<file path="src/rtl/ztex_nonce_queue_if.sv">
// Signal bundle between hashcore/host pins and the ZTEX nonce queue.
// The master side drives hashcore results and host strobes; the slave is the queue.
interface ztex_nonce_queue_if;
    logic        gn_match;
    logic [31:0] golden_nonce;
    logic [31:0] nonce;
    logic        wr_start;
    logic        wr_clk;
    logic [7:0]  write;
    logic [4:0]  q_count;
    logic        q_overflow;

    modport master (
        output gn_match, golden_nonce, nonce, wr_start, wr_clk,
        input  write, q_count, q_overflow
    );

    modport slave (
        input  gn_match, golden_nonce, nonce, wr_start, wr_clk,
        output write, q_count, q_overflow
    );
endinterface

</file>
<file path="src/rtl/ztex_nonce_queue.sv">
// Golden-nonce FIFO feeding the ZTEX host: each host read-start loads a 12-byte
// frame that is shifted out LSB byte first, one byte per filtered wr_clk edge.
module ztex_nonce_queue #(
    parameter int          DEPTH = 4,
    parameter logic [15:0] MAGIC = 16'hA55A
) (
    input  logic               clk,
    input  logic               reset_n,
    ztex_nonce_queue_if.slave  bus
);
    localparam int         AW       = (DEPTH > 1) ? $clog2(DEPTH) : 1;
    localparam logic [4:0] FULL_CNT = 5'(DEPTH);

    // Async assert, sync release of the internal reset.
    logic [1:0] rst_sync_q, rst_sync_d;
    logic       rst_n_int;

    logic [1:0]  start_sync_q, start_sync_d;
    logic [3:0]  start_hist_q, start_hist_d;
    logic [1:0]  clk_sync_q,   clk_sync_d;
    logic [3:0]  clk_hist_q,   clk_hist_d;
    logic [AW-1:0] wr_ptr_q, wr_ptr_d;
    logic [AW-1:0] rd_ptr_q, rd_ptr_d;
    logic [4:0]  count_q,  count_d;
    logic [31:0] last_q,   last_d;
    logic [7:0]  drop_q,   drop_d;
    logic        ovf_q,    ovf_d;
    logic [95:0] frame_q,  frame_d;
    logic [7:0]  write_q,  write_d;
    logic [31:0] mem_q [DEPTH];

    logic        start_evt, shift_evt;
    logic        push_req, push, pop, drop;
    logic [31:0] head;

    always_comb begin
        rst_sync_d = {rst_sync_q[0], 1'b1};
    end

    always_ff @(posedge clk or negedge reset_n) begin
        if (!reset_n) rst_sync_q <= 2'b00;
        else          rst_sync_q <= rst_sync_d;
    end

    assign rst_n_int = rst_sync_q[1];

    // Edge qualification on the synchronised host strobes.
    assign start_evt = start_hist_q[0] & ~start_hist_q[1];
    assign shift_evt = (clk_hist_q[3] == clk_hist_q[2]) &&
                       (clk_hist_q[2] == clk_hist_q[1]) &&
                       (clk_hist_q[1] != clk_hist_q[0]);

    assign push_req = bus.gn_match && (bus.golden_nonce != last_q);
    assign pop      = start_evt && (count_q != 5'd0);
    // A pop in the same cycle frees a slot, so a full queue still accepts.
    assign push     = push_req && ((count_q != FULL_CNT) || pop);
    assign drop     = push_req && !push;
    assign head     = (count_q != 5'd0) ? mem_q[rd_ptr_q] : 32'h0;

    // NOTE: every always_comb output gets a default first so no latch is inferred.
    always_comb begin
        start_sync_d = {start_sync_q[0], bus.wr_start};
        start_hist_d = {start_hist_q[2:0], start_sync_q[1]};
        clk_sync_d   = {clk_sync_q[0], bus.wr_clk};
        clk_hist_d   = {clk_hist_q[2:0], clk_sync_q[1]};
        wr_ptr_d     = wr_ptr_q;
        rd_ptr_d     = rd_ptr_q;
        count_d      = count_q;
        last_d       = last_q;
        drop_d       = drop_q;
        ovf_d        = ovf_q;
        frame_d      = frame_q;
        write_d      = frame_q[7:0];

        if (bus.gn_match) last_d = bus.golden_nonce;
        if (push)         wr_ptr_d = AW'(wr_ptr_q + 1'b1);
        if (pop)          rd_ptr_d = AW'(rd_ptr_q + 1'b1);

        unique case ({push, pop})
            2'b10:   count_d = count_q + 5'd1;
            2'b01:   count_d = count_q - 5'd1;
            default: count_d = count_q;
        endcase

        if (drop) begin
            ovf_d = 1'b1;
            if (drop_q != 8'hFF) drop_d = drop_q + 8'd1;
        end

        if (start_evt)      frame_d = {MAGIC, drop_q, 3'b000, count_q, bus.nonce, head};
        else if (shift_evt) frame_d = {8'h00, frame_q[95:8]};
    end

    // NOTE: sequential state uses non-blocking assignments only.
    always_ff @(posedge clk or negedge rst_n_int) begin
        if (!rst_n_int) begin
            start_sync_q <= '0;
            start_hist_q <= '0;
            clk_sync_q   <= '0;
            clk_hist_q   <= '0;
            wr_ptr_q     <= '0;
            rd_ptr_q     <= '0;
            count_q      <= '0;
            last_q       <= '0;
            drop_q       <= '0;
            ovf_q        <= 1'b0;
            frame_q      <= '0;
            write_q      <= '0;
        end else begin
            start_sync_q <= start_sync_d;
            start_hist_q <= start_hist_d;
            clk_sync_q   <= clk_sync_d;
            clk_hist_q   <= clk_hist_d;
            wr_ptr_q     <= wr_ptr_d;
            rd_ptr_q     <= rd_ptr_d;
            count_q      <= count_d;
            last_q       <= last_d;
            drop_q       <= drop_d;
            ovf_q        <= ovf_d;
            frame_q      <= frame_d;
            write_q      <= write_d;
        end
    end

    // NOTE: storage is not reset; the occupancy counter decides what is valid.
    always_ff @(posedge clk) begin
        if (push) mem_q[wr_ptr_q] <= bus.golden_nonce;
    end

    assign bus.write      = write_q;
    assign bus.q_count    = count_q;
    assign bus.q_overflow = ovf_q;
endmodule
</file>
<file path="src/flat_wrapper.sv">
// flat-port wrapper written by rule: the top's interface ports become plain ports
module ztex_nonce_queue_flat 
#(
    parameter int          DEPTH = 4,
    parameter logic [15:0] MAGIC = 16'hA55A
)
  (clk, reset_n, bus_gn_match, bus_golden_nonce, bus_nonce, bus_wr_start, bus_wr_clk, bus_write, bus_q_count, bus_q_overflow);
  ztex_nonce_queue_if bus_i ();
  input  logic clk;
  input  logic reset_n;
  input wire logic [$bits(bus_i.gn_match)-1:0] bus_gn_match;
  input wire logic [$bits(bus_i.golden_nonce)-1:0] bus_golden_nonce;
  input wire logic [$bits(bus_i.nonce)-1:0] bus_nonce;
  input wire logic [$bits(bus_i.wr_start)-1:0] bus_wr_start;
  input wire logic [$bits(bus_i.wr_clk)-1:0] bus_wr_clk;
  output wire logic [$bits(bus_i.write)-1:0] bus_write;
  output wire logic [$bits(bus_i.q_count)-1:0] bus_q_count;
  output wire logic [$bits(bus_i.q_overflow)-1:0] bus_q_overflow;
  assign bus_i.gn_match = bus_gn_match;
  assign bus_i.golden_nonce = bus_golden_nonce;
  assign bus_i.nonce = bus_nonce;
  assign bus_i.wr_start = bus_wr_start;
  assign bus_i.wr_clk = bus_wr_clk;
  assign bus_write = bus_i.write;
  assign bus_q_count = bus_i.q_count;
  assign bus_q_overflow = bus_i.q_overflow;
  ztex_nonce_queue #(.DEPTH(DEPTH), .MAGIC(MAGIC)) u_core (.clk(clk), .reset_n(reset_n), .bus(bus_i));
endmodule
</file>
<file path="config.mk">
export PLATFORM = sky130hd
export DESIGN_NAME = ztex_nonce_queue_flat
export DESIGN_NICKNAME = d
export VERILOG_FILES = /design/src/rtl/ztex_nonce_queue_if.sv /design/src/rtl/ztex_nonce_queue.sv /design/src/flat_wrapper.sv
export SDC_FILE = /design/constraint.sdc
export NUM_CORES = 1
export LEC_CHECK = 0
export ABC_AREA = 1
export CAP_MARGIN = 15
export CORE_ASPECT_RATIO = 1.2
export CORE_MARGIN = 4
export CORE_UTILIZATION = 60
export CTS_BUF_LIST = sky130_fd_sc_hd__clkbuf_16
export CTS_CLUSTER_DIAMETER = 150
export CTS_CLUSTER_SIZE = 30
export DETAILED_ROUTE_END_ITERATION = 12
export PLACE_DENSITY = 0.81
export SLEW_MARGIN = 20
export SYNTH_ARGS = -nofsm -noshare
export SYNTH_HDL_FRONTEND = slang
export SYNTH_SLANG_ARGS = --single-unit
</file>
<file path="constraint.sdc">
create_clock -name clk -period 8.94 [get_ports clk]
set_input_delay 2.235 -clock clk [delete_from_list [all_inputs] [get_ports clk]]
set_output_delay 2.235 -clock clk [all_outputs]
set_load 0.05 [all_outputs]
</file>
==> reports/results.tsv, run 1 <==
metric	value	unit
status	finished clean	
clock-pin slew on the worst setup and hold paths	0.11	ns
commonest non-fill, non-tap cells in the layout	nand2_1, dfrtp_1, nor2_1	
CTS max path bufs	3	
Total GRT Usage	22.1	%
Layout Nets	1154	
fin cells	1338	
clk root buf	clkbuf_16	
RR Startpoint	u_core.start_hist_q[1]	
ANT cells	0	
Synth Instances	1025	
commonest non-fill, non-tap cell in the layout	nand2_1	
Final ANT Viol Nets	0	
vias in the first global route	7438	
RSZ-0062 raised after global routing	false	
die area	0.0216	sq mm
Via density	5.75	
clock sink count	280	
Clock Skew	0.0255	ns
IO buf count	82	
PD cells	263	mW/mm^2
placed cell area	0.0125	sq mm
GPL Wtd Cong	0.793	
Worst setup startpoint	bus_golden_nonce[28]	
antenna violations before repair	0	
Pwr Total	3.41	mW
crit end category	flop	
Leak	5.11	nW
Final Hold Vio Count	0	
placed insts	1316	
Pre-antenna DRT Iters	8	
Starting Density	61.3	%
io pins	83	
die height	160	um
initial drt markers	660	
flop and latch count out of synthesis	280	
Cell Rows	55	
first-pass GRT wire length	38.4	mm
CTS tree	built	
via count	7695	
post_cts resized	0	
Crit Path Category	input port to flop	
DRT Wirelength	23.6	mm
Final period util	53.9	%
FF+latch area	0.00765	sq mm
Chip Width	135	um
Synth Area per Inst	11.3	sq um
area grow syn2layout	11.4	%
count of cell types in the netlist	40	
count of flip-flops with a built-in enable after synthesis	128	
fmax	0.208	GHz
Residual DRC	0	
Post-Syn Area	0.0116	sq mm
area of the multi-input gates	0.00350	sq mm
number of H-tree levels	1	
worst skew pair latency	0.50	ns
Finished Cell Area	0.0129	sq mm
WP data required	9.10	ns
Hold Path Class	flop to asynchronous set/reset pin	
fin crit period	4.82	ns
startpoint types	input port	
CP arrival	4.98	ns
largest net degree at the start of global routing	81	
# fillers	1362	
Final Max Tran Viols	0	
average wire per standard cell	17.7	um
Worst IR Drop VDD	170	uV
dpl hpwl	14.8	mm
grt ovf	0	
Top FF cell, synth	dfrtp_1	
Setup Buffers After CTS	0	
layout cell share with drive strength beyond 1	7.02	%
Setup Viol. Count Final	0	
critical path peak fanout	17	
Yosys Warn Count	0	
async set-reset flop share out of synthesis	54.3	%
Slew headroom	32.2	%
worst slew pin tran	1.01	ns
Syn Nets	1103	
Post-CTS Hold Buffers	0	
Max-cap violations	0	
total core area	0.0189	sq mm
setup TNS	0	ns
CTS Buf Count	13	
final hold slack	0.316	ns
Seq/Total Area, Yosys	65.9	%
## power by group
| part | switching [mW] | total [mW] | internal [mW] | leakage (nW) |
|---|---|---|---|---|
| Sequential | 0.169 | 1.80 | 1.64 | 2.98 |
| Clock | 0.382 | 0.658 | 0.276 | 0.206 |
| Combinational | 0.608 | 0.943 | 0.335 | 1.92 |
| Total | 1.16 | 3.41 | 2.25 | 5.11 |
## synthesized netlist by cell type (4+ instances only)
cell type / count / area, sq um
a21oi_1: 10 / 50.1
a22oi_1: 31 / 233
a31oi_1: 35 / 219
buf_1: 4 / 15.0
buf_2: 20 / 100
buf_4: 5 / 37.5
buf_6: 5 / 56.3
clkbuf_1: 23 / 86.3
dfrtp_1: 152 / 3800
edfxtp_1: 128 / 3840
ha_1: 8 / 100
inv_1: 42 / 158
mux2_2: 23 / 259
nand2_1: 188 / 706
nand2_4: 4 / 45.0
nand3_1: 15 / 75.1
nor2_1: 154 / 578
o211ai_1: 4 / 30.0
o21ai_0: 52 / 260
o21ai_1: 27 / 135
o22ai_1: 4 / 25.0
o32ai_1: 32 / 280
xnor2_1: 25 / 219
xor2_1: 9 / 78.8
## state kept, by name, summed over array words and instances, names as in the netlist
name / count
u_core.bus.q_count: 5
u_core.bus.q_overflow: 1
u_core.bus.write: 8
u_core.clk_hist_q: 4
u_core.clk_sync_q: 2
u_core.drop_q: 8
u_core.frame_q: 82
u_core.last_q: 32
u_core.mem_q: 128
u_core.rd_ptr_q: 2
u_core.rst_sync_q: 2
u_core.start_hist_q: 2
u_core.start_sync_q: 2
u_core.wr_ptr_q: 2
## critical path, stage by stage
cell             delay [ns]
clkdlybuf4s50_1        0.60
inv_1                  0.06
nand2_1                0.07
nand2_1                0.07
nand2_1                0.09
nor2_1                 0.05
nand2_1                0.06
nor2_1                 0.05
nand2_2                0.11
nand3_1                0.28
nor2_2                 0.86
buf_4                  0.42
## final timing paths
check | to | slack [ns] | depth (start not counted)
worst min-delay path | u_core.last_q[31] | 0.32 | 0
worst min register to register | u_core.last_q[31] | 0.32 | 0
min in group clk | u_core.start_hist_q[0] | 0.36 | 0
worst max-delay path | u_core.mem_q[1][21] | 4.12 | 12
worst max register to register | u_core.frame_q[73] | 4.76 | 8
max in group asynchronous | u_core.rst_sync_q[1] | 6.92 | 1
## kinds of logic (layout without fill, tap and decap cells)
family	after synthesis	in the layout	synth area share, %
flops	280	280	65.9
xor+xnor	34	34	2.57
simple gates	376	376	13.2
mux	23	23	2.23
other cells	1	1	0.0323
buf+inv	103	160	4.05
fa+ha+maj	9	9	1.04
compound gates	199	199	11.0
## final cells by class
type	instances	area share [%]
repair buffers	93	7.04
inverters	46	1.36
flip-flops and latches	280	59.2
multi-input cells	642	27.0
clock buffers	13	2.52
well taps	256	2.48
clock inverters	8	0.397
## per-stage QoR
step	utilization, %	worst slack (ns)
after detailed placement	66.2	3.58
after floorplan	-	4.30
final	68.3	4.12
after CTS	68.2	4.07
after global routing	68.3	3.82
after global placement	66.2	3.68
## per-layer routing
| metal | wire (um) | GRT usage (%) | vias to the layer above |
|---|---|---|---|
| li1 | - | - | 3629 |
| met1 | 9860 | 31.0 | 3769 |
| met2 | 11800 | 37.4 | 259 |
| met3 | 1450 | 2.91 | 38 |
| met4 | 499 | 5.45 | 0 |
| met5 | 0 | 0 | - |
Note: power is estimated with default switching activity, not from simulation.
==> inputs of run 2 (changes only) <==
- CORE_UTILIZATION: 60 -> 53
- PLACE_DENSITY: 0.81 -> 0.76
- clock period: 8.94 -> 4 ns (I/O delays scaled with it)
==> run 2 against run 1 <==
- non-clock buffer count increased by 5
- first-iteration DRC count decreased by 10%
- combinational power rose by 130%
- sequential power grew 120%
- power is 130% higher
- clock skew is 0.0033 ns higher
- die area rose by 12%
- clock-buffer cell count unchanged
- utilization down 8.0 points
- critical path depth grew 7
==> reports/results.tsv, run 2 (same netlist as run 1, synthesis figures left out) <==
metric	value	unit
placed cell area	0.0127	sq mm
Worst path most repeated cell	nand2_1	
CTS tree	built	
Starting Density	53.6	%
placed insts	1340	
Residual DRC	0	
area of the multi-input gates	0.00350	sq mm
Crit-path slowest cell	clkdlybuf4s50_1	
sw frac	34.1	%
Cell Rows	59	
Comb pwr share	28.2	%
status	finished clean	
Hold Crit Endpoint	u_core.start_sync_q[1]	
RR Startpoint	u_core.start_hist_q[1]	
cell count along the critical path	19	
startpoint types	input port	
via count	7616	
Crit Path Category	input port to flop	
Finished Cell Area	0.0130	sq mm
Final period util	80.7	%
part of the power in registers	52.3	%
initial drt markers	591	
fin crit period	3.23	ns
CP arrival	3.62	ns
Crit path max-delay family	simple AND/OR/NAND/NOR gates	
critical path peak fanout	6	
worst slew pin tran	0.958	ns
RSZ-0062 raised after global routing	false	
commonest non-fill, non-tap cell in the layout	nand2_1	
Clock Skew	0.0288	ns
cell chain of the critical path	clkdlybuf4s50_1 -> xnor2_1 -> nand2_1 -> nor2_1 -> nand2_1 -> nor2_2 -> nand2_2 -> nand2_4 -> nand2_4 -> inv_1 -> ha_1 -> inv_1 -> o21bai_1 -> a31oi_1 -> inv_1 -> nand3_1 -> nand3_1 -> nand2_1 -> nand2_1	
vias in the first global route	7312	
Via density	5.60	
Crit path buffers/inverters	4	
Hold Path Class	flop to flop	
average wire per standard cell	17.5	um
IO buf count	82	
max incr delay on CP	0.62	ns
P_sw	2.62	mW
commonest non-fill, non-tap cells in the layout	nand2_1, dfrtp_1, nor2_1	
layout cell share with drive strength beyond 1	7.45	%
ANT cells	0	
reg-to-reg endpoint	u_core.bus.q_count[4]	
biggest regs	u_core.mem_q (128), u_core.frame_q (82), u_core.last_q (32)	
setup TNS	0	ns
Worst IR Drop VDD	508	uV
number of H-tree levels	1	
crit end category	flop	
dpl hpwl	15.2	mm
Chip Width	143	um
fmax	0.310	GHz
io pins	83	
Final ANT Viol Nets	0	
internal power	5.06	mW
die area	0.0243	sq mm
PD cells	589	mW/mm^2
FF-to-FF path depth	15	
fin cells	1361	
GPL Wtd Cong	0.806	
antenna violations before repair	0	
die height	170	um
clock sink count	280	
Largest register FFs	128	
CTS max path bufs	3	
largest net degree at the start of global routing	80	
grt ovf	0	
Final Hold Vio Count	0	
FF+latch area	0.00765	sq mm
area grow syn2layout	12.4	%
clk root buf	clkbuf_16	
Layout Nets	1159	
post_cts resized	0	
Post-CTS Hold Buffers	0	
# fillers	1784	
clock-pin slew on the worst setup and hold paths	0.12	ns
hold depth	0	
CTS Buf Count	13	
flop2flop setup slack	1.30	ns
Slew headroom	36.1	%
Final Max Tran Viols	0	
most flop-heavy register	u_core.mem_q	
WP data required	4.40	ns
clock power share	19.5	%
first-pass GRT wire length	37.9	mm
Pre-antenna DRT Iters	5	
DRT Wirelength	23.9	mm
Pwr Total	7.69	mW
Max-cap violations	0	
Setup Buffers After CTS	0	
Total GRT Usage	19.5	%
total core area	0.0216	sq mm
Leak	5.14	nW
Setup Viol. Count Final	0	
Final WS setup	0.773	ns
min-delay src	u_core.start_sync_q[0]	
pre-CTS setup slack	0.202	ns
worst skew pair latency	0.49	ns
-- run 2: cell count changes in the layout (fill, tap and decap cells not counted), sizes merged --
| cell | change |
|---|---|
| clkinv | -1 |
| inv | +1 |
| buf | +5 |
-- run 2: worst max path at each step --
| stage | to | start |
|---|---|---|
| floorplan | u_core.mem_q[0][0] | bus_golden_nonce[0] |
| finish | u_core.bus.q_count[4] | bus_golden_nonce[10] |
| global route | u_core.bus.q_count[4] | bus_golden_nonce[6] |
| detailed placement | u_core.bus.q_count[4] | bus_golden_nonce[7] |
| global placement | u_core.bus.q_count[4] | bus_golden_nonce[7] |
| CTS | u_core.bus.q_count[4] | bus_golden_nonce[7] |
-- run 2: area by class of cell --
type / count / share of cell area [%]
Sequential cell: 280 / 58.7
Multi-Input combinational cell: 642 / 26.8
Timing Repair Buffer: 98 / 7.66
Tap cell: 274 / 2.63
Clock buffer: 13 / 2.49
Inverter: 46 / 1.34
Clock inverter: 8 / 0.393
-- run 2: layer usage --
layer / vias to the layer above / GRT usage [%] / wire, um
li1: 3635 / - / -
met1: 3760 / 27.6 / 10500
met2: 197 / 32.6 / 11800
met3: 24 / 2.50 / 1280
met4: 0 / 4.05 / 311
met5: - / 0 / 0
-- run 2: power groups by stage --
| stage | logic [mW] | clock network, mW | registers [mW] |
|---|---|---|---|
| 6_report | 2.17 | 1.50 | 4.02 |
| 5_1_grt | 2.40 | 1.63 | 4.09 |
| 4_1_cts | 2.19 | 1.53 | 4.02 |
| 3_5_place_dp | 2.18 | 0 | 4.08 |
| 3_3_place_gp | 2.12 | 0 | 4.06 |
| 2_1_floorplan | 1.29 | 0 | 4.18 |
-- run 2: metrics by stage --
stage | hold WS, ns | util [%]
final | 0.362 | 60.3
after CTS | 0.363 | 60.3
after global routing | 0.374 | 60.3
after global placement | 0.333 | 58.5
after floorplan | 0.331 | -
after detailed placement | 0.335 | 58.5
==> inputs of run 3 (changes only) <==
- clock period: 4 -> 2.95 ns (I/O delays scaled with it)
==> run 3 against run 2 <==
- sequential cell count unchanged
- sequential share of layout area down 1.8 points
- final area up 3.1%
- clock power up 33%
- critical path depth unchanged
- combinational power up 44%
- setup slack worse by 0.62 ns
- clock-buffer cell count unchanged
- highest routed layer unchanged
==> reports/results.tsv, run 3 (same netlist as run 1, synthesis figures left out) <==
metric	value	unit
flop2flop setup slack	0.45	ns
grt ovf	0	
critical path peak fanout	4	
fmax	0.357	GHz
Cell Rows	59	
Final Util	62.2	%
Final period util	94.9	%
placed insts	1388	
Leak	5.39	nW
Final ANT Viol Nets	0	
largest net degree at the start of global routing	80	
DRT Wirelength	23.8	mm
Pre-antenna DRT Iters	5	
first-pass GRT wire length	38.6	mm
worst skew pair latency	0.50	ns
Finished Cell Area	0.0134	sq mm
CTS max path bufs	3	
commonest non-fill, non-tap cells in the layout	nand2_1, dfrtp_1, nor2_1	
Largest register FFs	128	
cell count along the critical path	19	
Crit path max-delay family	simple AND/OR/NAND/NOR gates	
CP arrival	3.18	ns
Max-cap violations	0	
Setup Viol. Count Final	0	
cell chain of the critical path	clkdlybuf4s50_1 -> xnor2_1 -> nand2_1 -> nor2_2 -> nand2_2 -> nor2_4 -> nand2_2 -> nand2_4 -> nand2_4 -> inv_1 -> ha_1 -> inv_1 -> o21bai_1 -> a31oi_1 -> inv_1 -> nand3_1 -> nand3_1 -> nand2_1 -> nand2_1	
via count	7805	
Hold Path Class	flop to asynchronous set/reset pin	
reg-to-reg endpoint	u_core.bus.q_count[4]	
clk root buf	clkbuf_16	
status	finished clean	
Via density	5.54	
placed cell area	0.0130	sq mm
pre-CTS setup slack	-0.502	ns
Clock Skew	0.0285	ns
Crit Path Category	input port to flop	
CTS tree	built	
RSZ-0062 raised after global routing	false	
startpoint types	input port	
PD cells	781	mW/mm^2
Crit-path slowest cell	clkdlybuf4s50_1	
clock sink count	280	
Residual DRC	0	
dpl hpwl	15.7	mm
Crit path buffers/inverters	4	
antenna violations before repair	0	
WP data required	3.33	ns
io pins	83	
average wire per standard cell	16.9	um
fin cells	1409	
crit end category	flop	
clock-pin slew on the worst setup and hold paths	0.12	ns
# fillers	1683	
Layout Nets	1207	
CP Capture Point	u_core.bus.q_count[4]	
total core area	0.0216	sq mm
worst slew pin tran	0.698	ns
Slew headroom	53.5	%
Final Hold Vio Count	0	
CTS Buf Count	13	
number of H-tree levels	1	
RR Startpoint	u_core.last_q[8]	
Chip Width	143	um
die height	170	um
Worst setup startpoint	bus_golden_nonce[8]	
Total GRT Usage	19.8	%
Final Max Tran Viols	0	
vias in the first global route	7597	
area grow syn2layout	15.9	%
most flop-heavy register	u_core.mem_q	
Starting Density	53.6	%
GPL Wtd Cong	0.832	
max incr delay on CP	0.51	ns
die area	0.0243	sq mm
IO buf count	82	
Setup Buffers After CTS	0	
Worst IR Drop VDD	606	uV
initial drt markers	640	
layout cell share with drive strength beyond 1	11.8	%
final hold slack	0.352	ns
ANT cells	0	
fin crit period	2.80	ns
biggest regs	u_core.mem_q (128), u_core.frame_q (82), u_core.last_q (32)	
Final WS setup	0.151	ns
commonest non-fill, non-tap cell in the layout	nand2_1	
FF-to-FF path depth	18	
run 3: changes by cell type in the layout (fill, tap and decap cells not counted):
cell	previous run	this run
buf_12	5	6
nor2_2	6	7
xnor2_2	0	1
buf_4	11	58
dlymetal6s2s_1	0	1
nor2_4	2	4
xnor2_1	25	24
nand2_1	188	187
nand2_2	3	4
clkdlybuf4s50_1	81	80
nor2_1	150	147
run 3: how the worst min path moves through the flow:
stage                            from                     end
6_report         u_core.rst_sync_q[1]    u_core.clk_sync_q[0]
5_1_grt        u_core.start_sync_q[1]  u_core.start_hist_q[0]
4_1_cts          u_core.clk_sync_q[0]    u_core.clk_sync_q[1]
3_5_place_dp     u_core.clk_sync_q[0]    u_core.clk_sync_q[1]
3_3_place_gp     u_core.clk_sync_q[1]    u_core.clk_hist_q[0]
2_1_floorplan    u_core.rst_sync_q[0]    u_core.rst_sync_q[1]
run 3: where the power goes:
part	internal [mW]	switching [mW]
Clock	0.837	1.16
Sequential	4.96	0.419
Combinational	1.17	1.95
Total	6.96	3.53
run 3: layout make-up:
class | instances | area (sq um) | area share [%]
Multi-Input combinational cell | 642 | 3520 | 26.2
Sequential cell | 280 | 7650 | 56.9
Inverter | 46 | 175 | 1.30
Clock inverter | 8 | 51.3 | 0.382
Clock buffer | 13 | 325 | 2.42
Tap cell | 274 | 343 | 2.55
Timing Repair Buffer | 146 | 1370 | 10.2
run 3: repair_timing:
action	in CTS	in global routing
hold buffers	0	0
setup endpoints to repair	0	2
resized for setup	0	8
run 3: per-layer routing:
layer,GRT usage [%],routed length (um),share of wire [%]
met5,0,0,0
met4,5.00,490,2.1
met3,2.75,1280,5.4
met2,32.5,11600,49
met1,28.2,10400,44
run 3: per-stage QoR:
stage          TNS, ns  power [mW]
2_1_floorplan   -24.92        7.42
3_3_place_gp    -19.03        8.44
3_5_place_dp    -19.05        8.58
4_1_cts              0        10.6
5_1_grt              0        11.1
6_report             0        10.5
